$ cat src/rtl/tx_frame_scheduler.sv
// tx_frame_scheduler: buffers user frames in a small circular FIFO and, on a
// drain request, clears the switch FIFOs and then releases the queued frames
// one per time slot. At most one end device is serializing at any moment.
module tx_frame_scheduler #(
  parameter int DEPTH       = 4,
  parameter int NUM_PORTS   = 4,
  parameter int FRAME_W     = 16,
  parameter int SLOT_CYCLES = 24
) (
  input  logic                       clk,
  input  logic                       rst,
  input  logic                       enq_valid,
  input  logic [FRAME_W-1:0]         enq_frame,
  input  logic [1:0]                 enq_src,
  input  logic                       send_req,
  output logic [FRAME_W-1:0]         frame_out,
  output logic [NUM_PORTS-1:0]       tx_valid,
  output logic                       sw_clear,
  output logic                       busy,
  output logic [$clog2(DEPTH+1)-1:0] count,
  output logic                       full,
  output logic                       empty,
  output logic                       overflow,
  output logic                       drain_done
);

  localparam int PTR_W  = $clog2(DEPTH);
  localparam int CNT_W  = $clog2(DEPTH+1);
  localparam int SLOT_W = $clog2(SLOT_CYCLES);
  localparam int ENT_W  = FRAME_W + 2;

  typedef enum logic [2:0] {
    IDLE,
    CLEAR,
    ISSUE,
    WAIT,
    DONE
  } state_t;

  state_t             state;
  state_t             next_state;
  logic [ENT_W-1:0]   mem [DEPTH];
  logic [PTR_W-1:0]   rd_ptr;
  logic [PTR_W-1:0]   wr_ptr;
  logic [SLOT_W-1:0]  slot_cnt;
  logic [CNT_W-1:0]   next_count;
  logic               push;
  logic               pop;
  logic [ENT_W-1:0]   head;
  logic [1:0]         head_src;

  assign head     = mem[rd_ptr];
  assign head_src = head[ENT_W-1:FRAME_W];

  // Next-state logic; the head entry is popped on the edge that enters ISSUE
  // so the strobe and the count decrement become visible together.
  always_comb begin
    next_state = state;
    pop        = 1'b0;
    push       = enq_valid && !full;
    case (state)
      IDLE:    if (send_req) next_state = CLEAR;
      CLEAR:   next_state = (count != '0) ? ISSUE : DONE;
      ISSUE:   next_state = WAIT;
      WAIT:    if (slot_cnt == '0) next_state = (count != '0) ? ISSUE : DONE;
      DONE:    next_state = IDLE;
      default: next_state = IDLE;
    endcase
    pop = (next_state == ISSUE);
    next_count = count;
    if (push && !pop) next_count = count + CNT_W'(1);
    else if (pop && !push) next_count = count - CNT_W'(1);
  end

  // Queue storage; contents need no reset because occupancy is tracked by count.
  always_ff @(posedge clk) begin
    if (push) mem[wr_ptr] <= {enq_src, enq_frame};
  end

  // Queue pointers and occupancy flags.
  always_ff @(posedge clk or posedge rst) begin
    if (rst) begin
      rd_ptr <= '0;
      wr_ptr <= '0;
      count  <= '0;
      full   <= 1'b0;
      empty  <= 1'b1;
    end else begin
      if (push) wr_ptr <= wr_ptr + PTR_W'(1);
      if (pop)  rd_ptr <= rd_ptr + PTR_W'(1);
      count <= next_count;
      full  <= (next_count == CNT_W'(DEPTH));
      empty <= (next_count == '0);
    end
  end

  // State register and slot counter pacing successive issues.
  always_ff @(posedge clk or posedge rst) begin
    if (rst) begin
      state    <= IDLE;
      slot_cnt <= '0;
    end else begin
      state <= next_state;
      if (state == ISSUE) slot_cnt <= SLOT_W'(SLOT_CYCLES - 2);
      else if (state == WAIT && slot_cnt != '0) slot_cnt <= slot_cnt - SLOT_W'(1);
    end
  end

  // Registered outputs derived from the upcoming state and queue activity.
  always_ff @(posedge clk or posedge rst) begin
    if (rst) begin
      frame_out  <= '0;
      tx_valid   <= '0;
      sw_clear   <= 1'b0;
      busy       <= 1'b0;
      overflow   <= 1'b0;
      drain_done <= 1'b0;
    end else begin
      sw_clear   <= (next_state == CLEAR);
      drain_done <= (next_state == DONE);
      busy       <= (next_state != IDLE);
      overflow   <= enq_valid && full;
      tx_valid   <= '0;
      if (pop) begin
        frame_out <= head[FRAME_W-1:0];
        if (int'(head_src) < NUM_PORTS) tx_valid <= NUM_PORTS'(1) << head_src;
      end
    end
  end

endmodule

$ cat config.mk
export PLATFORM = sky130hd
export DESIGN_NAME = tx_frame_scheduler
export DESIGN_NICKNAME = d
export VERILOG_FILES = /design/src/rtl/tx_frame_scheduler.sv
export SDC_FILE = /design/constraint.sdc
export NUM_CORES = 1
export LEC_CHECK = 0
export ABC_AREA = 1
export CAP_MARGIN = 10
export CORE_ASPECT_RATIO = 0.5
export CORE_UTILIZATION = 50
export DETAILED_ROUTE_END_ITERATION = 8
export HOLD_SLACK_MARGIN = 0.06
export PLACE_DENSITY = 0.72
export SLEW_MARGIN = 20
export SYNTH_ARGS = -nofsm -noshare
export SYNTH_HDL_FRONTEND = slang
export SYNTH_SLANG_ARGS = --single-unit
$ cat constraint.sdc
create_clock -name clk -period 4.52 [get_ports clk]
set_input_delay 1.13 -clock clk [delete_from_list [all_inputs] [get_ports clk]]
set_output_delay 1.13 -clock clk [all_outputs]
set_load 0.05 [all_outputs]
== Word level (Yosys, flattened, before mapping) ==
Memories as Yosys holds them, arrays and structs flattened.
Index checks and enable logic that the tools add are counted.
W data, S select, Z words.
Storage, ports and cells
  input port bits: 22
  bits in registers: 41
  output and inout bits: 29
  memories kept: 1
  RAM bits: 72
Cells by class
  multiplexer cells: 11
  add/sub/neg operators: 5
  shifts and indexed selects: 1
  equality and inequality tests: 7
  reductions and logical operators: 15
Memory list
  mem: depth 4, bits a word 18, rd ports 1, clocked after Yosys merged registers in 0, wr ports 1, line 42  | logic [ENT_W-1:0] mem [DEPTH];
Operators with widths (number)
  $mux W3: 5
  $pmux W3 S4: 1
  $mux W5: 2
  $eq A3 B2 Y1 const B: 3
  $eq A3 B1 Y1 const B: 2
  $eq A3 B3 Y1 const B: 2
  $logic_not A3 Y1: 2
  $reduce_bool A3 Y1: 2
  $logic_and A1 B1 Y1: 5
  $logic_not A5 Y1: 1
  $reduce_bool A5 Y1: 1
  $sub A5 B1 Y5 const B: 1
  $add A2 B1 Y2 const B: 2
  $mux W4: 1
  $shl A1 B2 Y4 const A: 1
  $add A3 B1 Y3 const B: 1
  $logic_not A1 Y1: 3
  $sub A3 B1 Y3 const B: 1
  $mux W1: 2
  $reduce_bool A2 Y1: 1

== Logic depth before layout (Yosys ltp) ==
Gate-level depths: netlist of the first run.
  depth in word-level cells: 9
  gate-level depth with buffers: 14
  mapped depth without buffers: 14

== Worst setup path after synthesis of the first run ==
No wires, ideal clock.
  kind: input-to-reg
  from: in enq_valid
  to: mem mem[0][0] in the netlist's numbering, enable pin
  required time: 4.127 ns
  arrival time: 2.279 ns
  stages on the path: 4
  path slack: 1.848 ns
  path buffers: 1
  path through: inv_1 -> or2_0 -> buf_4 -> nor2_1
On the way
  longest elaborated chain between the ends: 3
Ends and longest elaborated chain
  from (decl): line 12  | input logic enq_valid,
  $logic_and A1 B1 Y1: line 60  | push = enq_valid && !full;
  $mux W1: line 77  | if (push) mem[wr_ptr] <= {enq_src, enq_frame};
  $mux W1 (not written as such): line 77
  to (decl): line 42
No other way between the ends.

== Final worst setup path of the first run ==
  from: reg empty
  to: out empty
RTL lines
  from (decl): line 22  | output logic empty,
  from (signal assigned): line 93  | empty <= (next_count == '0);
No word-level cell between the ends.

==> run_summary.xml, run 1 <==
<?xml version="1.0" encoding="UTF-8"?>
<metrics>
  <group name="setup_path">
    <metric name="crit_path_largest_cell_delay" unit="ps">790</metric>
    <metric name="worstPathArrival" unit="ps">1730</metric>
    <metric name="wp_data_required" unit="ps">3390</metric>
    <metric name="worst-path-max-fanout" unit="">1</metric>
    <metric name="family_of_cells_with_the_greatest_summed_delay_on_the_critical_path" unit="">buffers and inverters</metric>
    <metric name="critical_path_class" unit="">register to output port</metric>
    <metric name="critical-path-slowest-cell" unit="">clkdlybuf4s50_1</metric>
    <metric name="cp.buffers_inverters" unit="">1</metric>
    <metric name="timing.critical_path.to_type" unit="">output port</metric>
    <metric name="reg2reg_slack" unit="ps">2530</metric>
    <metric name="timing.critical_path.from_type" unit="">register</metric>
    <metric name="critical_path.cell_chain" unit="">clkdlybuf4s50_1</metric>
  </group>
  <group name="clock_tree">
    <metric name="clk_slew_on_worst_s_h_paths" unit="ps">50</metric>
    <metric name="cts_inserted_buffers" unit="">17</metric>
    <metric name="post_cts.resized_instances" unit="">0</metric>
    <metric name="cts_tree" unit="">done</metric>
    <metric name="cts_buffer_depth" unit="">2</metric>
    <metric name="clock_sink_count" unit="">113</metric>
    <metric name="htree_levels" unit="">4</metric>
    <metric name="post_cts_hold_buffer_count" unit="">0</metric>
    <metric name="clk_latency" unit="ps">420</metric>
    <metric name="post-cts-setup-buffer-count" unit="">0</metric>
    <metric name="clockRootBuffer" unit="">clkbuf_16</metric>
  </group>
  <group name="synth">
    <metric name="yosys_most_used_dff" unit="">edfxtp_1</metric>
    <metric name="seq_area_frac_synth" unit="">0.704</metric>
    <metric name="syn-num-nets" unit="">416</metric>
    <metric name="dominant_combinational_cell_family_by_area_after_synthesis" unit="">simple AND/OR/NAND/NOR gates</metric>
    <metric name="yosys_register_bits" unit="">113</metric>
    <metric name="synth-edff-count" unit="">72</metric>
    <metric name="yosys.area.top_type" unit="">edfxtp_1</metric>
    <metric name="syn_inst" unit="">385</metric>
    <metric name="synth_top_area_frac" unit="">0.477</metric>
    <metric name="ys_async_sr_fraction" unit="">0.363</metric>
    <metric name="post_synth_instance_area" unit="µm²">4530</metric>
    <metric name="synth-compound-area-share" unit="">0.0716</metric>
    <metric name="distinct_cell_type_count_of_the_synthesized_netlist" unit="">31</metric>
    <metric name="yosysMostFrequentCell" unit="">nand2_1</metric>
    <metric name="yosys-top-cells-area" unit="">edfxtp_1 (48%), dfrtp_1 (22%), nand2_1 (6.5%), o21ai_0 (4.0%), nor2_1 (3.9%)</metric>
    <metric name="syn_avg_cell_area" unit="µm²">11.8</metric>
    <metric name="yosysWarningCount" unit="">0</metric>
    <metric name="post_synth_and_or_nand_nor_area_fraction" unit="">0.146</metric>
    <metric name="yosys-mux-area-fraction" unit="">0</metric>
    <metric name="post_synth_most_frequent_cells" unit="">nand2_1 (79), edfxtp_1 (72), nor2_1 (47), dfrtp_1 (40), o21ai_0 (36)</metric>
    <metric name="yosys.area_share.xor_xnor" unit="">0.00967</metric>
    <metric name="synth-adder-area-share" unit="">0.0249</metric>
  </group>
  <group name="drt">
    <metric name="first_iter_violations" unit="">215</metric>
    <metric name="route.detailed.vias_per_inst" unit="">5.21</metric>
    <metric name="drtAntennaViolNets" unit="">0</metric>
    <metric name="route.detailed.wl_per_inst" unit="µm">15.5</metric>
    <metric name="vias" unit="">2995</metric>
    <metric name="routed_wire_length" unit="µm">8930</metric>
    <metric name="post-route-drc-count" unit="">0</metric>
    <metric name="first_pass_iters" unit="">5</metric>
  </group>
  <group name="placed_design">
    <metric name="placement.io_buffers" unit="">50</metric>
    <metric name="gp_congestion" unit="">0.790</metric>
    <metric name="hpwl" unit="µm">5290</metric>
  </group>
  <group name="die">
    <metric name="die_h" unit="µm">69.3</metric>
    <metric name="die_outline_area" unit="µm²">9460</metric>
    <metric name="core_region_area" unit="µm²">8740</metric>
    <metric name="floorplan.initialDensity" unit="">0.518</metric>
    <metric name="row_count" unit="">24</metric>
    <metric name="design.portCount" unit="">51</metric>
    <metric name="chipWidth" unit="µm">137</metric>
  </group>
  <group name="finish">
    <metric name="areaGrowthSynthToFinish" unit="%">26.5</metric>
    <metric name="layout_cell_share_with_drive_strength_beyond_1" unit="">0.120</metric>
    <metric name="finish.net_count" unit="">476</metric>
    <metric name="antenna_cells" unit="">0</metric>
    <metric name="fill_cells" unit="">615</metric>
  </group>
  <group name="global_routing">
    <metric name="overflow" unit="">0</metric>
    <metric name="grtUsageTotal" unit="">0.215</metric>
    <metric name="grt_max_degree" unit="">42</metric>
    <metric name="grt_pass1_wl" unit="µm">14700</metric>
    <metric name="first_global_vias" unit="">2910</metric>
    <metric name="number_of_antenna_violations_at_the_first_check_in_global_routing" unit="">0</metric>
  </group>
  <group name="timing">
    <metric name="final_max_slew_viol_count" unit="">0</metric>
    <metric name="fmax" unit="MHz">350</metric>
    <metric name="timing.final.crit_period" unit="ps">2860</metric>
    <metric name="worst-slew-pin-transition" unit="ps">630</metric>
    <metric name="setup_tns" unit="ps">0</metric>
    <metric name="rsz0062_at_grt" unit="">no</metric>
    <metric name="worst_clock_skew" unit="ps">7.31</metric>
    <metric name="finalHoldViolations" unit="">0</metric>
    <metric name="slew-limit-headroom" unit="">0.580</metric>
    <metric name="final-setup-viol-count" unit="">0</metric>
    <metric name="layout_worst_path_cycle_share" unit="">0.632</metric>
  </group>
  <group name="power_and_ir_drop">
    <metric name="vdd_ir_drop_max" unit="mV">0.370</metric>
    <metric name="power_density" unit="nW/µm²">802</metric>
    <metric name="p_leak" unit="nW">2.35</metric>
    <metric name="overall_power_of_the_completed_layout" unit="W">0.00460</metric>
  </group>
  <group name="run">
    <metric name="max_cap_viols" unit="">0</metric>
  </group>
  <group name="outcome">
    <metric name="outcome" unit="">completed</metric>
  </group>
  <group name="hold_path">
    <metric name="hp-class" unit="">register to register</metric>
  </group>
</metrics>
[placed cells by master (no fill, tap or decap), types with 5 or more instances in the layout]
cell type | synthesis | layout
nand2_1 | 79 | 79
o21ai_0 | 36 | 36
inv_2 | 7 | 7
buf_4 | 4 | 6
edfxtp_1 | 72 | 72
inv_1 | 25 | 24
nor2_1 | 47 | 47
clkdlybuf4s50_1 | 0 | 50
nand3_1 | 5 | 5
ha_1 | 9 | 9
clkbuf_16 | 0 | 17
dfrtp_1 | 40 | 40
o22ai_1 | 16 | 16
[registers in the layout, summed over array words and instances, names as in the netlist]
signal	flops
rd_ptr	2
mem	72
wr_ptr	2
sw_clear	1
empty	1
full	1
busy	1
slot_cnt	5
overflow	1
drain_done	1
state	3
frame_out	16
count	3
tx_valid	4
[final timing paths]
path / start / end / cells past startpoint
worst min register to register: frame_out[14] / frame_out[14] / 2
max in group asynchronous: rst / empty / 3
worst min-delay path: frame_out[14] / frame_out[14] / 2
worst max-delay path: empty / empty / 1
worst max register to register: rd_ptr[0] / tx_valid[3] / 6
min in group asynchronous: rst / tx_valid[2] / 3
[cell families (layout without fill, tap and decap cells)]
logic type,after synthesis,in the layout
flops,113,113
fa+ha+maj,9,9
buf+inv,47,120
simple gates,152,152
compound gates,59,59
xor+xnor,5,5
[final cells by class]
type | count | area [µm²] | area share
Multi-Input combinational cell | 225 | 1140 | 0.199
Tap cell | 117 | 146 | 0.0256
Timing Repair Buffer | 56 | 546 | 0.0952
Clock buffer | 22 | 474 | 0.0828
Sequential cell | 113 | 3190 | 0.557
Inverter | 32 | 120 | 0.0210
Clock inverter | 10 | 111 | 0.0194
[layer usage]
layer | wire, µm | GRT usage
met1 | 4130 | 0.289
met5 | 0 | 0
met2 | 4120 | 0.312
met4 | 193 | 0.126
met3 | 481 | 0.0614
[report_power, final]
group          switching [W]  internal, W  total [W]
Combinational        0.00118     0.000533    0.00171
Sequential          0.000159      0.00143    0.00159
Clock               0.000451     0.000849    0.00130
Total                0.00179      0.00281    0.00460
[per-stage QoR]
step	worst slack, ps	std cells	utilization	area (µm²)	hold slack [ps]
global route	1640	575	0.655	5730	493
global placement	1710	543	0.588	5140	462
floorplan	1850	385	-	4530	461
CTS	1640	575	0.655	5730	479
finish	1660	575	0.655	5730	474
detailed placement	1680	543	0.588	5140	464
Note: power is estimated with default switching activity, not from simulation.
==> inputs of run 2 (changes only) <==
- clock period: 4.52 -> 2.97 ns (I/O delays scaled with it)
==> run 2 against run 1 <==
Compared with the run above:
- via count is 3.0% lower
- combinational power is 54% higher
- register-to-register slack worse by 1500 ps
- sequential share of layout area is 0.24 points lower
- critical path depth stayed put
- global-route usage is 0.10 points lower
- critical path type unchanged
- critical endpoint unchanged
- largest cell class unchanged
==> run_summary.xml, run 2 (same netlist as run 1, synthesis figures left out) <==
<?xml version="1.0" encoding="UTF-8"?>
<metrics>
  <group name="power_and_ir_drop">
    <metric name="p_leak" unit="nW">2.37</metric>
    <metric name="power_density" unit="nW/µm²">1230</metric>
    <metric name="vdd_ir_drop_max" unit="mV">0.540</metric>
  </group>
  <group name="setup_path">
    <metric name="worst-path-max-fanout" unit="">1</metric>
    <metric name="reg2reg_capture_point" unit="">tx_valid[0]</metric>
    <metric name="crit_path_largest_cell_delay" unit="ps">790</metric>
    <metric name="timing.critical_path.from_type" unit="">register</metric>
    <metric name="wp_data_required" unit="ps">2230</metric>
    <metric name="critical-path-slowest-cell" unit="">clkdlybuf4s50_1</metric>
    <metric name="critical_path_class" unit="">register to output port</metric>
    <metric name="startpoint" unit="">empty</metric>
    <metric name="worst-path-stages" unit="">1</metric>
    <metric name="reg2reg_slack" unit="ps">980</metric>
    <metric name="worst_r2r_path_depth" unit="">10</metric>
    <metric name="worstPathArrival" unit="ps">1730</metric>
    <metric name="critical_path.cell_chain" unit="">clkdlybuf4s50_1</metric>
    <metric name="worst_setup_path_endpoint" unit="">empty</metric>
    <metric name="r2r-start" unit="">slot_cnt[0]</metric>
    <metric name="family_of_cells_with_the_greatest_summed_delay_on_the_critical_path" unit="">buffers and inverters</metric>
    <metric name="timing.critical_path.to_type" unit="">output port</metric>
    <metric name="cp.buffers_inverters" unit="">1</metric>
  </group>
  <group name="hold_path">
    <metric name="hp-class" unit="">register to register</metric>
  </group>
  <group name="clock_tree">
    <metric name="post-cts-setup-buffer-count" unit="">0</metric>
    <metric name="post_cts.resized_instances" unit="">0</metric>
    <metric name="clk_latency" unit="ps">410</metric>
    <metric name="clockRootBuffer" unit="">clkbuf_16</metric>
    <metric name="cts_inserted_buffers" unit="">17</metric>
    <metric name="post_cts_hold_buffer_count" unit="">0</metric>
    <metric name="cts_tree" unit="">done</metric>
    <metric name="cts_buffer_depth" unit="">2</metric>
    <metric name="clk_slew_on_worst_s_h_paths" unit="ps">60</metric>
    <metric name="htree_levels" unit="">4</metric>
    <metric name="clock_sink_count" unit="">113</metric>
  </group>
  <group name="die">
    <metric name="chipWidth" unit="µm">137</metric>
    <metric name="die_outline_area" unit="µm²">9460</metric>
    <metric name="die_h" unit="µm">69.3</metric>
    <metric name="design.portCount" unit="">51</metric>
    <metric name="row_count" unit="">24</metric>
    <metric name="floorplan.initialDensity" unit="">0.518</metric>
    <metric name="core_region_area" unit="µm²">8740</metric>
  </group>
  <group name="finish">
    <metric name="finish.net_count" unit="">477</metric>
    <metric name="areaGrowthSynthToFinish" unit="%">27.1</metric>
    <metric name="fill_cells" unit="">634</metric>
    <metric name="layout_cell_share_with_drive_strength_beyond_1" unit="">0.124</metric>
    <metric name="top_regs" unit="">mem (72), frame_out (16), slot_cnt (5)</metric>
    <metric name="final_cell_area" unit="µm²">5750</metric>
    <metric name="antenna_cells" unit="">0</metric>
    <metric name="post-route-util" unit="">0.658</metric>
    <metric name="layout_common_cells" unit="">nand2_1 (79), edfxtp_1 (72), clkdlybuf4s50_1 (50)</metric>
    <metric name="largest_register_ff_count" unit="">72</metric>
    <metric name="final_common_cell" unit="">nand2_1</metric>
    <metric name="top_register" unit="">mem</metric>
  </group>
  <group name="timing">
    <metric name="setup_tns" unit="ps">0</metric>
    <metric name="hold_ws" unit="ps">474</metric>
    <metric name="layout_worst_path_cycle_share" unit="">0.831</metric>
    <metric name="slew-limit-headroom" unit="">0.606</metric>
    <metric name="fmax" unit="MHz">405</metric>
    <metric name="final_max_slew_viol_count" unit="">0</metric>
    <metric name="layout_setup_ws" unit="ps">502</metric>
    <metric name="timing.final.crit_period" unit="ps">2470</metric>
    <metric name="worst-slew-pin-transition" unit="ps">589</metric>
    <metric name="rsz0062_at_grt" unit="">no</metric>
    <metric name="final-setup-viol-count" unit="">0</metric>
    <metric name="finalHoldViolations" unit="">0</metric>
    <metric name="worst_clock_skew" unit="ps">7.11</metric>
  </group>
  <group name="drt">
    <metric name="first_pass_iters" unit="">4</metric>
    <metric name="route.detailed.wl_per_inst" unit="µm">15.4</metric>
    <metric name="vias" unit="">2905</metric>
    <metric name="routed_wire_length" unit="µm">8880</metric>
    <metric name="first_iter_violations" unit="">299</metric>
    <metric name="post-route-drc-count" unit="">0</metric>
    <metric name="route.detailed.vias_per_inst" unit="">5.04</metric>
    <metric name="drtAntennaViolNets" unit="">0</metric>
  </group>
  <group name="global_routing">
    <metric name="grtUsageTotal" unit="">0.214</metric>
    <metric name="grt_pass1_wl" unit="µm">14700</metric>
    <metric name="grt_max_degree" unit="">39</metric>
    <metric name="number_of_antenna_violations_at_the_first_check_in_global_routing" unit="">0</metric>
    <metric name="overflow" unit="">0</metric>
    <metric name="first_global_vias" unit="">2865</metric>
  </group>
  <group name="placed_design">
    <metric name="dpl-instance-area" unit="µm²">5150</metric>
    <metric name="gp_congestion" unit="">0.784</metric>
    <metric name="hpwl" unit="µm">5520</metric>
    <metric name="placement.io_buffers" unit="">50</metric>
    <metric name="dp_slack" unit="ps">509</metric>
  </group>
  <group name="run">
    <metric name="max_cap_viols" unit="">0</metric>
  </group>
  <group name="outcome">
    <metric name="outcome" unit="">completed</metric>
  </group>
</metrics>
run 2: changes by cell type in the layout (fill, tap and decap cells not counted):
cell and change:
clkbuf_1 -1, clkbuf_8 -2, buf_4 +1, clkinvlp_4 -1, inv_6 +2, bufinv_16 +1, clkinv_4 +1
run 2: power by group:
group	switching (W)	internal (W)	total [W]
registers	0.000208	0.00217	0.00238
logic	0.00181	0.000821	0.00264
clock network	0.000715	0.00134	0.00206
run 2: cell type report:
| cell class | instances | area [µm²] | area share |
|---|---|---|---|
| repair buffers | 57 | 553 | 0.0961 |
| inverters | 32 | 120 | 0.0209 |
| clock inverters | 13 | 160 | 0.0278 |
| clock buffers | 19 | 443 | 0.0770 |
| flip-flops and latches | 113 | 3190 | 0.554 |
| well taps | 117 | 146 | 0.0254 |
| multi-input cells | 225 | 1140 | 0.198 |
run 2: per-stage QoR:
stage	cells	total power, W
2_1_floorplan	385	0.00427
3_3_place_gp	544	0.00497
3_5_place_dp	544	0.00503
4_1_cts	576	0.00711
5_1_grt	576	0.00747
6_report	576	0.00707
run 2: layer usage:
| metal | part of all wire | global-route usage |
|---|---|---|
| met1 | 0.47 | 0.288 |
| met3 | 0.057 | 0.0753 |
| met4 | 0.0030 | 0.0852 |
| met5 | 0 | 0 |
| met2 | 0.47 | 0.319 |
run 2: how the worst min path moves through the flow:
stage | startpoint | to | slack (ps) | depth (start not counted)
2_1_floorplan | slot_cnt[0] | slot_cnt[0] | 460 | 1
3_3_place_gp | frame_out[9] | frame_out[9] | 460 | 2
3_5_place_dp | frame_out[14] | frame_out[14] | 460 | 2
4_1_cts | frame_out[14] | frame_out[14] | 480 | 2
5_1_grt | frame_out[3] | frame_out[3] | 500 | 2
6_report | frame_out[11] | frame_out[11] | 470 | 2
==> inputs of run 3 (changes only) <==
- PLACE_DENSITY: 0.72 -> 0.75
- clock period: 2.97 -> 2.17 ns (I/O delays scaled with it)
==> run 3 against run 2 <==
Compared with the run above:
- sequential share of layout area fell by 1.2 points
- largest cell class unchanged
- largest power group unchanged
- critical path depth unchanged
- register-to-register slack worse by 620 ps
- global-route usage increased by 0.64 points
- cell area increased by 2.3%
- clock skew rose by 12 ps
==> run_summary.xml, run 3 (same netlist as run 1, synthesis figures left out) <==
<?xml version="1.0" encoding="UTF-8"?>
<metrics>
  <group name="clock_tree">
    <metric name="htree_levels" unit="">4</metric>
    <metric name="clk_latency" unit="ps">410</metric>
    <metric name="clock_sink_count" unit="">113</metric>
    <metric name="clockRootBuffer" unit="">clkbuf_16</metric>
    <metric name="post_cts_hold_buffer_count" unit="">0</metric>
    <metric name="cts_tree" unit="">done</metric>
    <metric name="clk_slew_on_worst_s_h_paths" unit="ps">50</metric>
    <metric name="cts_buffer_depth" unit="">2</metric>
    <metric name="cts_inserted_buffers" unit="">17</metric>
  </group>
  <group name="finish">
    <metric name="top_register" unit="">mem</metric>
    <metric name="layout_cell_share_with_drive_strength_beyond_1" unit="">0.129</metric>
    <metric name="finish.net_count" unit="">482</metric>
    <metric name="multiInputGateArea" unit="µm²">1140</metric>
    <metric name="top_regs" unit="">mem (72), frame_out (16), slot_cnt (5)</metric>
    <metric name="antenna_cells" unit="">0</metric>
    <metric name="seq_area" unit="µm²">3190</metric>
    <metric name="areaGrowthSynthToFinish" unit="%">29.9</metric>
    <metric name="largest_register_ff_count" unit="">72</metric>
    <metric name="layout_common_cells" unit="">nand2_1 (79), edfxtp_1 (72), nor2_1 (47)</metric>
    <metric name="final_common_cell" unit="">nand2_1</metric>
    <metric name="fill_cells" unit="">615</metric>
  </group>
  <group name="drt">
    <metric name="vias" unit="">2997</metric>
    <metric name="routed_wire_length" unit="µm">9030</metric>
    <metric name="first_pass_iters" unit="">7</metric>
    <metric name="route.detailed.wl_per_inst" unit="µm">15.5</metric>
    <metric name="routedLengthMet1" unit="µm">4170</metric>
    <metric name="wl_met3" unit="µm">551</metric>
    <metric name="post-route-drc-count" unit="">0</metric>
    <metric name="drtAntennaViolNets" unit="">0</metric>
    <metric name="top_signal_layer_used" unit="">met4</metric>
    <metric name="route.met2.wl" unit="µm">4160</metric>
    <metric name="route.detailed.vias_per_inst" unit="">5.16</metric>
    <metric name="first_iter_violations" unit="">215</metric>
  </group>
  <group name="power_and_ir_drop">
    <metric name="vdd_ir_drop_max" unit="mV">0.864</metric>
    <metric name="p_leak" unit="nW">2.48</metric>
    <metric name="overall_power_of_the_completed_layout" unit="W">0.00992</metric>
    <metric name="power_density" unit="nW/µm²">1690</metric>
  </group>
  <group name="die">
    <metric name="design.portCount" unit="">51</metric>
    <metric name="row_count" unit="">24</metric>
    <metric name="die_h" unit="µm">69.3</metric>
    <metric name="die_outline_area" unit="µm²">9460</metric>
    <metric name="chipWidth" unit="µm">137</metric>
    <metric name="floorplan.initialDensity" unit="">0.518</metric>
    <metric name="core_region_area" unit="µm²">8740</metric>
  </group>
  <group name="run">
    <metric name="max_cap_viols" unit="">0</metric>
  </group>
  <group name="setup_path">
    <metric name="worst_r2r_path_depth" unit="">10</metric>
    <metric name="timing.critical_path.from_type" unit="">register</metric>
    <metric name="critical_path.cell_chain" unit="">clkdlybuf4s50_1</metric>
    <metric name="critical_path_class" unit="">register to output port</metric>
    <metric name="timing.critical_path.to_type" unit="">output port</metric>
    <metric name="wp_data_required" unit="ps">1630</metric>
    <metric name="r2r-start" unit="">slot_cnt[0]</metric>
    <metric name="crit_path_largest_cell_delay" unit="ps">820</metric>
    <metric name="worstPathArrival" unit="ps">1580</metric>
    <metric name="worst-path-max-fanout" unit="">2</metric>
    <metric name="reg2reg_slack" unit="ps">360</metric>
    <metric name="reg2reg_capture_point" unit="">tx_valid[1]</metric>
    <metric name="critical-path-slowest-cell" unit="">clkdlybuf4s50_1</metric>
    <metric name="cp.buffers_inverters" unit="">1</metric>
    <metric name="family_of_cells_with_the_greatest_summed_delay_on_the_critical_path" unit="">buffers and inverters</metric>
  </group>
  <group name="timing">
    <metric name="timing.final.crit_period" unit="ps">2120</metric>
    <metric name="final_max_slew_viol_count" unit="">0</metric>
    <metric name="fmax" unit="MHz">471</metric>
    <metric name="finalHoldViolations" unit="">0</metric>
    <metric name="final-setup-viol-count" unit="">0</metric>
    <metric name="worst_clock_skew" unit="ps">19.5</metric>
    <metric name="layout_worst_path_cycle_share" unit="">0.979</metric>
    <metric name="hold_ws" unit="ps">480</metric>
    <metric name="rsz0062_at_grt" unit="">no</metric>
    <metric name="worst-slew-pin-transition" unit="ps">522</metric>
    <metric name="slew-limit-headroom" unit="">0.651</metric>
  </group>
  <group name="global_routing">
    <metric name="grt_pass1_wl" unit="µm">15100</metric>
    <metric name="first_global_vias" unit="">2964</metric>
    <metric name="overflow" unit="">0</metric>
    <metric name="grtUsageTotal" unit="">0.220</metric>
    <metric name="number_of_antenna_violations_at_the_first_check_in_global_routing" unit="">0</metric>
    <metric name="grt_max_degree" unit="">42</metric>
  </group>
  <group name="placed_design">
    <metric name="placement.io_buffers" unit="">50</metric>
    <metric name="gp_congestion" unit="">0.808</metric>
    <metric name="hpwl" unit="µm">5520</metric>
  </group>
  <group name="hold_path">
    <metric name="hp-class" unit="">input pin to asynchronous set/reset pin</metric>
  </group>
  <group name="outcome">
    <metric name="outcome" unit="">completed</metric>
  </group>
</metrics>
-- run 3: cell count changes in the layout (fill, tap and decap cells not counted), moves of 2 or more --
| cell | delta |
|---|---|
| clkdlybuf4s50_1 | -9 |
| buf_12 | +5 |
| dlygate4sd2_1 | +4 |
| dlymetal6s2s_1 | +4 |
| clkinv_2 | -3 |
| clkbuf_8 | +2 |
| clkinv_1 | +2 |
| inv_6 | -2 |
-- run 3: cell type report --
| class | instances | area share |
|---|---|---|
| flip-flops and latches | 113 | 0.542 |
| well taps | 117 | 0.0249 |
| multi-input cells | 225 | 0.194 |
| clock inverters | 10 | 0.0266 |
| clock buffers | 22 | 0.0806 |
| inverters | 32 | 0.0204 |
| repair buffers | 62 | 0.111 |
-- run 3: worst reg2reg max path: cells and delay by family, from the launching register on --
| family | cells | cell delay [ps] |
|---|---|---|
| and+or+nand+nor | 6 | 710 |
| DFF | 1 | 380 |
| buffers and inverters | 3 | 470 |
| adders and majority gates | 1 | 160 |
-- run 3: routing by layer --
layer  vias to the layer above  global-route usage
met2                        77               0.329
met1                      1468               0.293
li1                       1436                   -
met5                         -                   0
met3                        16              0.0760
met4                         0              0.0963
-- run 3: how the worst max path moves through the flow --
stage | cells past startpoint | slack [ps] | from | end
detailed placement | 6 | 40 | enq_valid | mem[2][3]
finish | 1 | 50 | frame_out[2] | frame_out[2]
global placement | 6 | 60 | enq_valid | mem[0][5]
floorplan | 3 | -4 | full | mem[0][0]
global route | 1 | 2 | frame_out[2] | frame_out[2]
CTS | 1 | 10 | frame_out[10] | frame_out[10]
-- run 3: power breakdown --
part	switching [W]	internal, W	total (W)
logic	0.00251	0.00121	0.00372
registers	0.000297	0.00297	0.00327
clock network	0.000932	0.00200	0.00293
total	0.00374	0.00618	0.00992
-- run 3: per-stage QoR --
step | cell area (µm²) | std cells | setup TNS [ps] | worst slack, ps | utilization
CTS | 5870 | 581 | 0 | 11.8 | 0.672
global route | 5880 | 581 | 0 | 2.28 | 0.673
floorplan | 4530 | 385 | -255 | -3.54 | -
finish | 5880 | 581 | 0 | 45.0 | 0.673
detailed placement | 5250 | 549 | 0 | 38.4 | 0.601
global placement | 5250 | 549 | 0 | 56.6 | 0.601
-- run 3: timing repair --
item | in CTS | in global routing
setup buffers | 0 | 0
hold endpoints to repair | 0 | 0
resized for setup | 4 | 4
endpoints found under the setup margin | 4 | 4
